--- src/rtl/tile_mem_arbiter_pkg.sv ---
// Shared definitions for the tile-grid RAM arbiter.
// Holds the grid geometry, tile codes, the arbiter FSM state type and
// a range-check helper used by every path that turns an address into a
// RAM command.
package tile_mem_arbiter_pkg;

  localparam int COLS   = 40;
  localparam int ROWS   = 30;
  localparam int DEPTH  = COLS * ROWS;
  localparam int ADDR_W = 11;
  localparam int TILE_W = 2;

  typedef logic [TILE_W-1:0] tile_t;
  typedef logic [ADDR_W-1:0] addr_t;

  localparam tile_t TILE_EMPTY = 2'd0;
  localparam tile_t TILE_BODY  = 2'd1;
  localparam tile_t TILE_HEAD  = 2'd2;
  localparam tile_t TILE_FOOD  = 2'd3;
  localparam tile_t CLEAR_TILE = TILE_EMPTY;

  // First invalid address and last valid address of the grid.
  localparam addr_t DEPTH_A = ADDR_W'(DEPTH);
  localparam addr_t LAST_A  = ADDR_W'(DEPTH - 1);

  typedef enum logic [0:0] {
    IDLE  = 1'b0,
    CLEAR = 1'b1
  } arb_state_e;

  // Addresses at or above DEPTH never reach the RAM.
  function automatic logic addr_in_range(input addr_t a);
    return (a < DEPTH_A);
  endfunction

endpackage

--- src/rtl/tile_mem_arbiter_if.sv ---
// Bus bundle between the arbiter and its users.
// Carries the display fetch port, the game request/ack port, the clear
// control port and the RAM command/read-data port.
//   slave  : arbiter side (tile_mem_arbiter)
//   master : environment side (fetcher, game engine, RAM)
interface tile_mem_arbiter_if;
  import tile_mem_arbiter_pkg::*;

  logic              disp_req;
  logic [ADDR_W-1:0] disp_addr;
  logic              disp_valid;
  logic [TILE_W-1:0] disp_data;

  logic              game_req;
  logic              game_we;
  logic [ADDR_W-1:0] game_addr;
  logic [TILE_W-1:0] game_wdata;
  logic              game_ack;
  logic [TILE_W-1:0] game_rdata;

  logic              clr_start;
  logic              clr_busy;
  logic              clr_done;

  logic [ADDR_W-1:0] ram_addr;
  logic              ram_we;
  logic [TILE_W-1:0] ram_wdata;
  logic [TILE_W-1:0] ram_rdata;

  modport slave (
    input  disp_req, disp_addr, game_req, game_we, game_addr, game_wdata,
           clr_start, ram_rdata,
    output disp_valid, disp_data, game_ack, game_rdata, clr_busy, clr_done,
           ram_addr, ram_we, ram_wdata
  );

  modport master (
    output disp_req, disp_addr, game_req, game_we, game_addr, game_wdata,
           clr_start, ram_rdata,
    input  disp_valid, disp_data, game_ack, game_rdata, clr_busy, clr_done,
           ram_addr, ram_we, ram_wdata
  );

endinterface

--- src/rtl/tile_mem_arbiter_clear_seq.sv ---
// Full-grid clear sequencer (module tile_clear_seq).
// Walks a counter from 0 to DEPTH-1, writing one entry on every cycle the
// RAM port is free, then returns to IDLE and pulses done.
// Ports:
//   clk_i, rst_n_i : clock, asynchronous active-low reset
//   start_i        : start pulse, ignored while clearing
//   free_i         : RAM port available to the clear this cycle
//   busy_o         : FSM is in CLEAR
//   done_o         : one-cycle pulse after the last entry is written
//   wr_o, addr_o   : write request and its address for this cycle
module tile_clear_seq
  import tile_mem_arbiter_pkg::*;
(
  input  logic              clk_i,
  input  logic              rst_n_i,
  input  logic              start_i,
  input  logic              free_i,
  output logic              busy_o,
  output logic              done_o,
  output logic              wr_o,
  output logic [ADDR_W-1:0] addr_o
);

  arb_state_e        state_q, state_d;
  logic [ADDR_W-1:0] cnt_q, cnt_d;
  logic              done_q, done_d;
  logic              wr_s;

  assign busy_o = (state_q == CLEAR);
  assign wr_s   = (state_q == CLEAR) & free_i;
  assign wr_o   = wr_s;
  assign addr_o = cnt_q;
  assign done_o = done_q;

  // State, counter and done-pulse registers.
  always_ff @(posedge clk_i or negedge rst_n_i) begin
    if (!rst_n_i) begin
      state_q <= IDLE;
      cnt_q   <= {ADDR_W{1'b0}};
      done_q  <= 1'b0;
    end else begin
      state_q <= state_d;
      cnt_q   <= cnt_d;
      done_q  <= done_d;
    end
  end

  // Next-state logic: the counter only advances on cycles a write went out.
  always_comb begin
    state_d = state_q;
    cnt_d   = cnt_q;
    done_d  = 1'b0;
    case (state_q)
      IDLE: begin
        if (start_i) begin
          state_d = CLEAR;
          cnt_d   = {ADDR_W{1'b0}};
        end else begin
          state_d = IDLE;
        end
      end
      CLEAR: begin
        if (wr_s) begin
          if (cnt_q == LAST_A) begin
            state_d = IDLE;
            cnt_d   = {ADDR_W{1'b0}};
            done_d  = 1'b1;
          end else begin
            cnt_d = cnt_q + ADDR_W'(1);
          end
        end else begin
          cnt_d = cnt_q;
        end
      end
      default: begin
        state_d = IDLE;
        cnt_d   = {ADDR_W{1'b0}};
      end
    endcase
  end

endmodule

--- src/rtl/tile_mem_arbiter.sv ---
// Tile-grid RAM arbiter: owns every command to the single-port grid RAM.
// Priority each cycle is display > clear > game; at most one command.
// Ports:
//   clk, rst_n : 100 MHz clock, asynchronous active-low reset
//   bus        : slave side of tile_mem_arbiter_if (display fetch, game
//                request/ack, clear control, RAM command and read data)
// Display reads return data two cycles after the request; game writes ack
// one cycle after grant, game reads two cycles after grant.
module tile_mem_arbiter
  import tile_mem_arbiter_pkg::*;
(
  input  logic               clk,
  input  logic               rst_n,
  tile_mem_arbiter_if.slave  bus
);

  logic              clr_busy_s, clr_done_s, clr_wr_s;
  logic [ADDR_W-1:0] clr_addr_s;

  logic              disp_inr_s, game_inr_s, game_pend_s, game_grant_s;
  logic              cmd_we_s;
  logic [ADDR_W-1:0] cmd_addr_s;
  logic [TILE_W-1:0] cmd_wdata_s;

  logic [ADDR_W-1:0] last_addr_q;
  logic [TILE_W-1:0] last_wdata_q;
  logic              disp_p1_q, disp_p1_d;
  logic              disp_inr_p1_q, disp_inr_p1_d;
  logic              disp_valid_q, disp_valid_d;
  logic [TILE_W-1:0] disp_data_q, disp_data_d;
  logic              rd_p1_q, rd_p1_d;
  logic              rd_inr_p1_q, rd_inr_p1_d;
  logic              game_ack_q, game_ack_d;
  logic [TILE_W-1:0] game_rdata_q, game_rdata_d;

  // The clear only gets the port on cycles without a display request.
  tile_clear_seq u_clear_seq (
    .clk_i   (clk),
    .rst_n_i (rst_n),
    .start_i (bus.clr_start),
    .free_i  (~bus.disp_req),
    .busy_o  (clr_busy_s),
    .done_o  (clr_done_s),
    .wr_o    (clr_wr_s),
    .addr_o  (clr_addr_s)
  );

  assign disp_inr_s = addr_in_range(bus.disp_addr);
  assign game_inr_s = addr_in_range(bus.game_addr);

  // A transaction stays pending through its ack cycle, which spaces
  // write grants 2 cycles apart and read grants 3 apart.
  assign game_pend_s  = rd_p1_q | game_ack_q;
  assign game_grant_s = bus.game_req & ~game_pend_s & ~bus.disp_req & ~clr_busy_s;

  // RAM command mux; address and write data hold their last value when idle.
  always_comb begin
    cmd_we_s    = 1'b0;
    cmd_addr_s  = last_addr_q;
    cmd_wdata_s = last_wdata_q;
    if (bus.disp_req) begin
      if (disp_inr_s) begin
        cmd_addr_s = bus.disp_addr;
      end else begin
        cmd_addr_s = last_addr_q;
      end
    end else if (clr_wr_s) begin
      cmd_we_s    = 1'b1;
      cmd_addr_s  = clr_addr_s;
      cmd_wdata_s = CLEAR_TILE;
    end else if (game_grant_s && game_inr_s) begin
      cmd_addr_s = bus.game_addr;
      if (bus.game_we) begin
        cmd_we_s    = 1'b1;
        cmd_wdata_s = bus.game_wdata;
      end else begin
        cmd_we_s = 1'b0;
      end
    end else begin
      cmd_we_s = 1'b0;
    end
  end

  assign bus.ram_we    = cmd_we_s;
  assign bus.ram_addr  = cmd_addr_s;
  assign bus.ram_wdata = cmd_wdata_s;

  // Display and game return pipelines; out-of-range accesses return empty.
  always_comb begin
    disp_p1_d     = bus.disp_req;
    disp_inr_p1_d = disp_inr_s;
    disp_valid_d  = disp_p1_q;
    if (disp_p1_q) begin
      disp_data_d = disp_inr_p1_q ? bus.ram_rdata : TILE_EMPTY;
    end else begin
      disp_data_d = disp_data_q;
    end
    rd_p1_d     = game_grant_s & ~bus.game_we;
    rd_inr_p1_d = game_inr_s;
    game_ack_d  = (game_grant_s & bus.game_we) | rd_p1_q;
    if (rd_p1_q) begin
      game_rdata_d = rd_inr_p1_q ? bus.ram_rdata : TILE_EMPTY;
    end else begin
      game_rdata_d = game_rdata_q;
    end
  end

  // Pipeline and hold registers; reset discards anything in flight.
  always_ff @(posedge clk or negedge rst_n) begin
    if (!rst_n) begin
      last_addr_q   <= {ADDR_W{1'b0}};
      last_wdata_q  <= TILE_EMPTY;
      disp_p1_q     <= 1'b0;
      disp_inr_p1_q <= 1'b0;
      disp_valid_q  <= 1'b0;
      disp_data_q   <= TILE_EMPTY;
      rd_p1_q       <= 1'b0;
      rd_inr_p1_q   <= 1'b0;
      game_ack_q    <= 1'b0;
      game_rdata_q  <= TILE_EMPTY;
    end else begin
      last_addr_q   <= cmd_addr_s;
      last_wdata_q  <= cmd_wdata_s;
      disp_p1_q     <= disp_p1_d;
      disp_inr_p1_q <= disp_inr_p1_d;
      disp_valid_q  <= disp_valid_d;
      disp_data_q   <= disp_data_d;
      rd_p1_q       <= rd_p1_d;
      rd_inr_p1_q   <= rd_inr_p1_d;
      game_ack_q    <= game_ack_d;
      game_rdata_q  <= game_rdata_d;
    end
  end

  assign bus.disp_valid = disp_valid_q;
  assign bus.disp_data  = disp_data_q;
  assign bus.game_ack   = game_ack_q;
  assign bus.game_rdata = game_rdata_q;
  assign bus.clr_busy   = clr_busy_s;
  assign bus.clr_done   = clr_done_s;

endmodule

--- src/flat_wrapper.sv ---
// flat-port wrapper written by rule: the top's interface ports become plain ports
module tile_mem_arbiter_flat import tile_mem_arbiter_pkg::*;
  (clk, rst_n, bus_disp_req, bus_disp_addr, bus_game_req, bus_game_we, bus_game_addr, bus_game_wdata, bus_clr_start, bus_ram_rdata, bus_disp_valid, bus_disp_data, bus_game_ack, bus_game_rdata, bus_clr_busy, bus_clr_done, bus_ram_addr, bus_ram_we, bus_ram_wdata);
  tile_mem_arbiter_if bus_i ();
  input  logic clk;
  input  logic rst_n;
  input wire logic [$bits(bus_i.disp_req)-1:0] bus_disp_req;
  input wire logic [$bits(bus_i.disp_addr)-1:0] bus_disp_addr;
  input wire logic [$bits(bus_i.game_req)-1:0] bus_game_req;
  input wire logic [$bits(bus_i.game_we)-1:0] bus_game_we;
  input wire logic [$bits(bus_i.game_addr)-1:0] bus_game_addr;
  input wire logic [$bits(bus_i.game_wdata)-1:0] bus_game_wdata;
  input wire logic [$bits(bus_i.clr_start)-1:0] bus_clr_start;
  input wire logic [$bits(bus_i.ram_rdata)-1:0] bus_ram_rdata;
  output wire logic [$bits(bus_i.disp_valid)-1:0] bus_disp_valid;
  output wire logic [$bits(bus_i.disp_data)-1:0] bus_disp_data;
  output wire logic [$bits(bus_i.game_ack)-1:0] bus_game_ack;
  output wire logic [$bits(bus_i.game_rdata)-1:0] bus_game_rdata;
  output wire logic [$bits(bus_i.clr_busy)-1:0] bus_clr_busy;
  output wire logic [$bits(bus_i.clr_done)-1:0] bus_clr_done;
  output wire logic [$bits(bus_i.ram_addr)-1:0] bus_ram_addr;
  output wire logic [$bits(bus_i.ram_we)-1:0] bus_ram_we;
  output wire logic [$bits(bus_i.ram_wdata)-1:0] bus_ram_wdata;
  assign bus_i.disp_req = bus_disp_req;
  assign bus_i.disp_addr = bus_disp_addr;
  assign bus_i.game_req = bus_game_req;
  assign bus_i.game_we = bus_game_we;
  assign bus_i.game_addr = bus_game_addr;
  assign bus_i.game_wdata = bus_game_wdata;
  assign bus_i.clr_start = bus_clr_start;
  assign bus_i.ram_rdata = bus_ram_rdata;
  assign bus_disp_valid = bus_i.disp_valid;
  assign bus_disp_data = bus_i.disp_data;
  assign bus_game_ack = bus_i.game_ack;
  assign bus_game_rdata = bus_i.game_rdata;
  assign bus_clr_busy = bus_i.clr_busy;
  assign bus_clr_done = bus_i.clr_done;
  assign bus_ram_addr = bus_i.ram_addr;
  assign bus_ram_we = bus_i.ram_we;
  assign bus_ram_wdata = bus_i.ram_wdata;
  tile_mem_arbiter u_core (.clk(clk), .rst_n(rst_n), .bus(bus_i));
endmodule
--- config.mk ---
export PLATFORM = sky130hd
export DESIGN_NAME = tile_mem_arbiter_flat
export DESIGN_NICKNAME = d
export VERILOG_FILES = /design/src/rtl/tile_mem_arbiter_pkg.sv /design/src/rtl/tile_mem_arbiter_if.sv /design/src/rtl/tile_mem_arbiter_clear_seq.sv /design/src/rtl/tile_mem_arbiter.sv /design/src/flat_wrapper.sv
export SDC_FILE = /design/constraint.sdc
export NUM_CORES = 1
export LEC_CHECK = 0
export ABC_AREA = 1
export BUFFER_PORTS_ARGS = -buffer_cell sky130_fd_sc_hd__buf_2
export CAP_MARGIN = 10
export CORE_UTILIZATION = 53
export DETAILED_ROUTE_END_ITERATION = 8
export HOLD_SLACK_MARGIN = 0.06
export PLACE_DENSITY = 0.81
export SYNTH_ARGS = -nofsm -noshare
export SYNTH_HDL_FRONTEND = slang
export SYNTH_SLANG_ARGS = --single-unit
--- constraint.sdc ---
create_clock -name clk -period 1.8 [get_ports clk]
set_clock_uncertainty 0.1 [all_clocks]
set_input_delay 0.09 -clock clk [delete_from_list [all_inputs] [get_ports clk]]
set_output_delay 0.09 -clock clk [all_outputs]
set_load 0.01 [all_outputs]
# Word level (Yosys, flattened, before mapping)
# Index checks and enable logic that the tools add are counted.
# Widths: inputs -> output; s select.
# totals
ff_bits	36
inputBits	32
output_inout_bits	22
elab_cells	58
# op_classes
addsub	1
order_cmp	2
n_eq_ne	3
n_mux	25
n_bitwise	12
reduce_logical	2
# ops
operator	n
$mux 11	7
$lt 11x11->1 const B	2
$pmux 11 s2	1
$mux 2	6
$add 11x1->11 const B	1
$eq 11x11->1 const B	1
$mux 1	10
$and 1x1->1	6
$not 1->1	4
$ne 2x1->1 const B	1
$ne 2x2->1 const B	1
$or 1x1->1	2
$pmux 1 s2	1
$reduce_and 2->1	1
$logic_and 1x1->1	1

# Depth between registers and ports, before layout
# logic_depth
depth_word	9
mapped_depth	8
depth_no_buf	8

# By module
# From an unflattened synthesis, not the netlist that was laid out.
# hier_totals
hier_cells	304
area_unflattened_um2	2357.3
# by_module_without_submodules
mod	instances	cells_per_inst	area_each_um2	seq_area_each_um2
tile_mem_arbiter	1	206	1591.5	575.6
tile_clear_seq	1	98	765.7	325.3

# Least setup slack after synthesis
# No wires, ideal clock.
# synth_timing
path_kind	reg-to-reg
from	register u_core.u_clear_seq.state_q, in the netlist u_core.u_clear_seq.busy_o
to	register u_core.last_addr_q[5]
setup_time_ns	0.164
t_arrival_ns	1.214
required_time_ns	1.536
slack_ns	0.321
path_stages_with_launch	8
n_path_buf	1
period_less_slack_ns	1.479
cell_sequence	dfrtp_1 > nor2_4 > inv_2 > nor2_4 > buf_6 > nand4_1 > nand3_1 > nand3_1
# synth_between
elab_chain_len	6
elab_cells_between_ends	7
cone_classes	mux (3); bitwise (3); reduce/logical (1)
# synth_lines
element	line_no	rtl
from (decl)	tile_mem_arbiter_clear_seq.sv:24	arb_state_e state_q, state_d;
from (signal assigned)	tile_mem_arbiter_clear_seq.sv:42	state_q <= state_d;
$not 1->1	tile_mem_arbiter.sv:54	assign game_grant_s = bus.game_req & ~game_pend_s & ~bus.disp_req & ~clr_busy_s;
$and 1x1->1	tile_mem_arbiter.sv:54	
$logic_and 1x1->1	tile_mem_arbiter.sv:71	end else if (game_grant_s && game_inr_s) begin
$mux 11	tile_mem_arbiter.sv:71	
$mux 11 *	tile_mem_arbiter.sv:67	end else if (clr_wr_s) begin
$mux 11 *	tile_mem_arbiter.sv:61	if (bus.disp_req) begin
named net bus_ram_addr[5]	flat_wrapper.sv:21	output wire logic [$bits(bus_i.ram_addr)-1:0] bus_ram_addr;
to (signal assigned)	tile_mem_arbiter.sv:111	last_addr_q <= {ADDR_W{1'b0}};
to (signal assigned)	tile_mem_arbiter.sv:122	last_addr_q <= cmd_addr_s;
to (decl)	tile_mem_arbiter.sv:25	logic [ADDR_W-1:0] last_addr_q;
# The timed path passes the listed nets; every way through them passes the cells marked *.
# A chain may end at the register's enable or synchronous reset.

# Final worst setup path
# layout_timing
from	register u_core.u_clear_seq.state_q, in the netlist u_core.u_clear_seq.busy_o
to	output port bus_ram_addr[2]
# layout_between
elab_chain_len	6
elab_cells_between_ends	7
cone_classes	mux (3); bitwise (3); reduce/logical (1)
# layout_lines
element	line_no
$not 1->1	tile_mem_arbiter.sv:54
$and 1x1->1	tile_mem_arbiter.sv:54
$logic_and 1x1->1	tile_mem_arbiter.sv:71
$mux 11	tile_mem_arbiter.sv:71
$mux 11 *	tile_mem_arbiter.sv:67
$mux 11 *	tile_mem_arbiter.sv:61
to (decl)	flat_wrapper.sv:21
# Mark *: on every way between the ends. The rest lies on a longest branch, timed or not.

==> qor.yml <==
outcome: "complete, but fails checks"
failed_checks: "negative setup slack"
netlist_instances: 295
wl_per_cell_um: 14.9
hold_path_class: "in -> reg"
synth_fa_ha_area_share_pct: 0.578
grt_pass1_vias: 2197
core_um2: 3800
path_class: "reg -> out"
holdWs_ps: 80.2
nFillCells: 254
synthSimpleGateAreaFrac_pct: 36.6
required_ps: 1610
p_clk_share_pct: 24.0
yosysSeqAreaShare_pct: 41.6
cts_buffers: 5
setup-violations-final: 14
area_delta_synth_final_pct: 35.0
grt_pass1_wl_um: 9780
synth.avg_cell_area_um2: 7.34
fin_crit_sh_pct: 109
min_period_ps: 1950
ys_types: 28
p_comb_share_pct: 31.2
clock-sinks: 36
worstPathArrival_ps: 1760
dp_hpwl_um: 3990
die_area_um2: 4340
synth_fp_nets: 328
power_density_nw_per_um2: 789
drt_iter0_drc: 342
total_power_mw: 2.31
p_switching_mw: 0.797
rsz0062_at_grt: "yes"
port-buffer-count: 53
p_seq_share_pct: 44.9
final_util_pct: 76.9
num_io_pins: 54
synth-compound-area-share_pct: 6.18
path_clk_slew_ps: 70
row_count: 22
gp_congestion: 0.937
die_h_um: 65.9
vdd_drop_max_mv: 0.763
crit_path_start_kind: "flop"
ant_nets: 0
layout_setup_ws_ps: -153
intPower_mw: 1.51
tns_ps: -1210
fmax_ghz: 0.512
ctsLongestPathBuffers: 2
root_buffer: "clkbuf_8"
worst-path-max-fanout: 5
drc: 0
drive_above_1_share_pct: 32.0
cts_tree: "done"
diodes: 0
slew_viol_final: 0
syn_area_um2: 2160
wl_um: 6390
route.vias.total: 2404
maxCapViolCount: 0
antenna_found_initial: 0
grt_max_degree: 37
overflow: 0
htree_num_levels: 2
swShare_pct: 34.6
worst_slew_pin_slew_ps: 458
first_pass_iters: 5
end_kind: "output port"
synth_top_family_by_area: "simple AND/OR/NAND/NOR gates"
synth_seq_cells: 36
clkLatencyLatePin_ps: 290
p_leak_nw: 1.54
finalHoldViolCount: 0
initial_core_util_pct: 57.0
die_w_um: 65.9
slew_headroom_pct: 69.5
synth-xor-area-share_pct: 0.809
fin_nets: 414
vias_per_cell: 5.60
grt_use_total_pct: 30.2
ys_warn_count: 0
synthMuxAreaShare_pct: 1.04
==> cell type report <==
class,instances,area (um^2),area share [%]
inverter,51,195,6.68
clock buffer,6,72.6,2.48
timing repair buffer,87,592,20.2
sequential,36,902,30.9
tap,48,60.1,2.05
clock inverter,1,5.00,0.171
multi-input combinational,199,1090,37.2
timing repair inverter,1,7.51,0.257
==> synthesized netlist by cell type <==
library cell	instances	area share, %
o21ai_4	1	0.75
xor2_1	2	0.81
nand3b_1	6	2.1
nand2_2	1	0.29
inv_2	2	0.35
inv_1	49	8.5
nor3_1	2	0.46
nand2_1	78	14
nand4_1	12	3.5
o21ai_0	9	2.1
o22ai_1	5	1.4
clkbuf_1	1	0.17
o21ai_1	2	0.46
nand3_1	50	12
a21oi_1	3	0.69
ha_1	1	0.58
clkbuf_8	3	1.9
nor2_1	18	3.1
nand3_4	1	0.81
dfrtp_1	36	42
o31ai_1	1	0.35
nor2_4	2	1.0
buf_4	2	0.69
mux2_2	2	1.0
buf_2	2	0.46
buf_6	2	1.0
nor2_2	1	0.29
a21oi_2	1	0.40
==> cells in the final DEF (no fill, tap or decap), types with 6 or more instances in the layout <==
master         instances
buf_2                 46
buf_6                  9
buf_4                 24
nand3_2                9
nand2_1               70
inv_1                 48
o21ai_0                9
nand3_1               41
nand2_2                7
nand3b_1               6
dfrtp_1               35
nor2_1                16
dlygate4sd3_1          8
nand4_1               12
==> power groups by stage <==
stage | logic (mW) | registers (mW) | clock network, mW
floorplan | 0.373 | 1.02 | 0
global placement | 0.561 | 1.04 | 0
detailed placement | 0.563 | 1.04 | 0
CTS | 0.627 | 1.03 | 0.560
global route | 0.796 | 1.05 | 0.587
finish | 0.718 | 1.03 | 0.552
==> path summary, 6_finish.rpt <==
path / startpoint / cells after the start / to / slack (ps)
worst max-delay path: u_core.u_clear_seq.busy_o / 8 / bus_ram_addr[2] / -150
worst min-delay path: bus_disp_addr[2] / 4 / u_core.last_addr_q[2] / 80
worst max register to register: u_core.u_clear_seq.busy_o / 9 / u_core.last_addr_q[4] / 40
worst min register to register: u_core.disp_p1_q / 0 / u_core.bus.disp_valid / 380
max in group asynchronous: rst_n / 3 / u_core.u_clear_seq.busy_o / 990
min in group asynchronous: rst_n / 3 / u_core.disp_p1_q / 260
==> sequential cells by signal, summed over array words and instances (netlist names) <==
name                       count
u_core.last_wdata_q            2
u_core.bus.disp_data           2
u_core.u_clear_seq.done_o      1
u_core.u_clear_seq.addr_o     11
u_core.last_addr_q            11
u_core.rd_inr_p1_q             1
u_core.disp_p1_q               1
u_core.rd_p1_q                 1
u_core.bus.disp_valid          1
u_core.u_clear_seq.busy_o      1
u_core.bus.game_ack            1
u_core.bus.game_rdata          2
u_core.disp_inr_p1_q           1
==> per-layer routing <==
layer	part of all wire, %	routed length (um)	track usage (%)	vias to the layer above
met1	41	2610	38.6	1111
li1	-	-	-	1123
met4	2.8	179	13.3	0
met3	8.2	521	5.86	23
met5	0	0	0	-
met2	48	3070	49.2	147
==> kinds of logic after synthesis <==
logic type / count (synthesis)
mux: 2
compound gates: 22
buf+inv: 61
xor+xnor: 2
flops: 36
simple gates: 171
fa+ha+maj: 1
==> worst max-delay path: stages, from the launching register on <==
cell and delay [ps]:
dfrtp_2 440, nor2_4 130, inv_2 60, nor2_4 230, buf_6 150, nand4_1 90
nand3_1 110, nand3_1 100, buf_2 150
==> stage by stage <==
stage | area (um^2) | setup WS [ps] | cells
after detailed placement | 2480 | 197 | 397
final | 2920 | -153 | 429
after global placement | 2480 | 207 | 397
after floorplan | 2160 | 321 | 295
after CTS | 2760 | -55.4 | 424
after global routing | 2920 | -214 | 429
==> timing repair <==
action,CTS,global route
cloned,2,0
pin swaps,8,13
hold buffers,8,0
endpoints found under the hold margin,45,0
setup endpoints to repair,13,21
setup buffers,10,5
gates resized for setup,8,29
(Power assumes the default switching activity.)
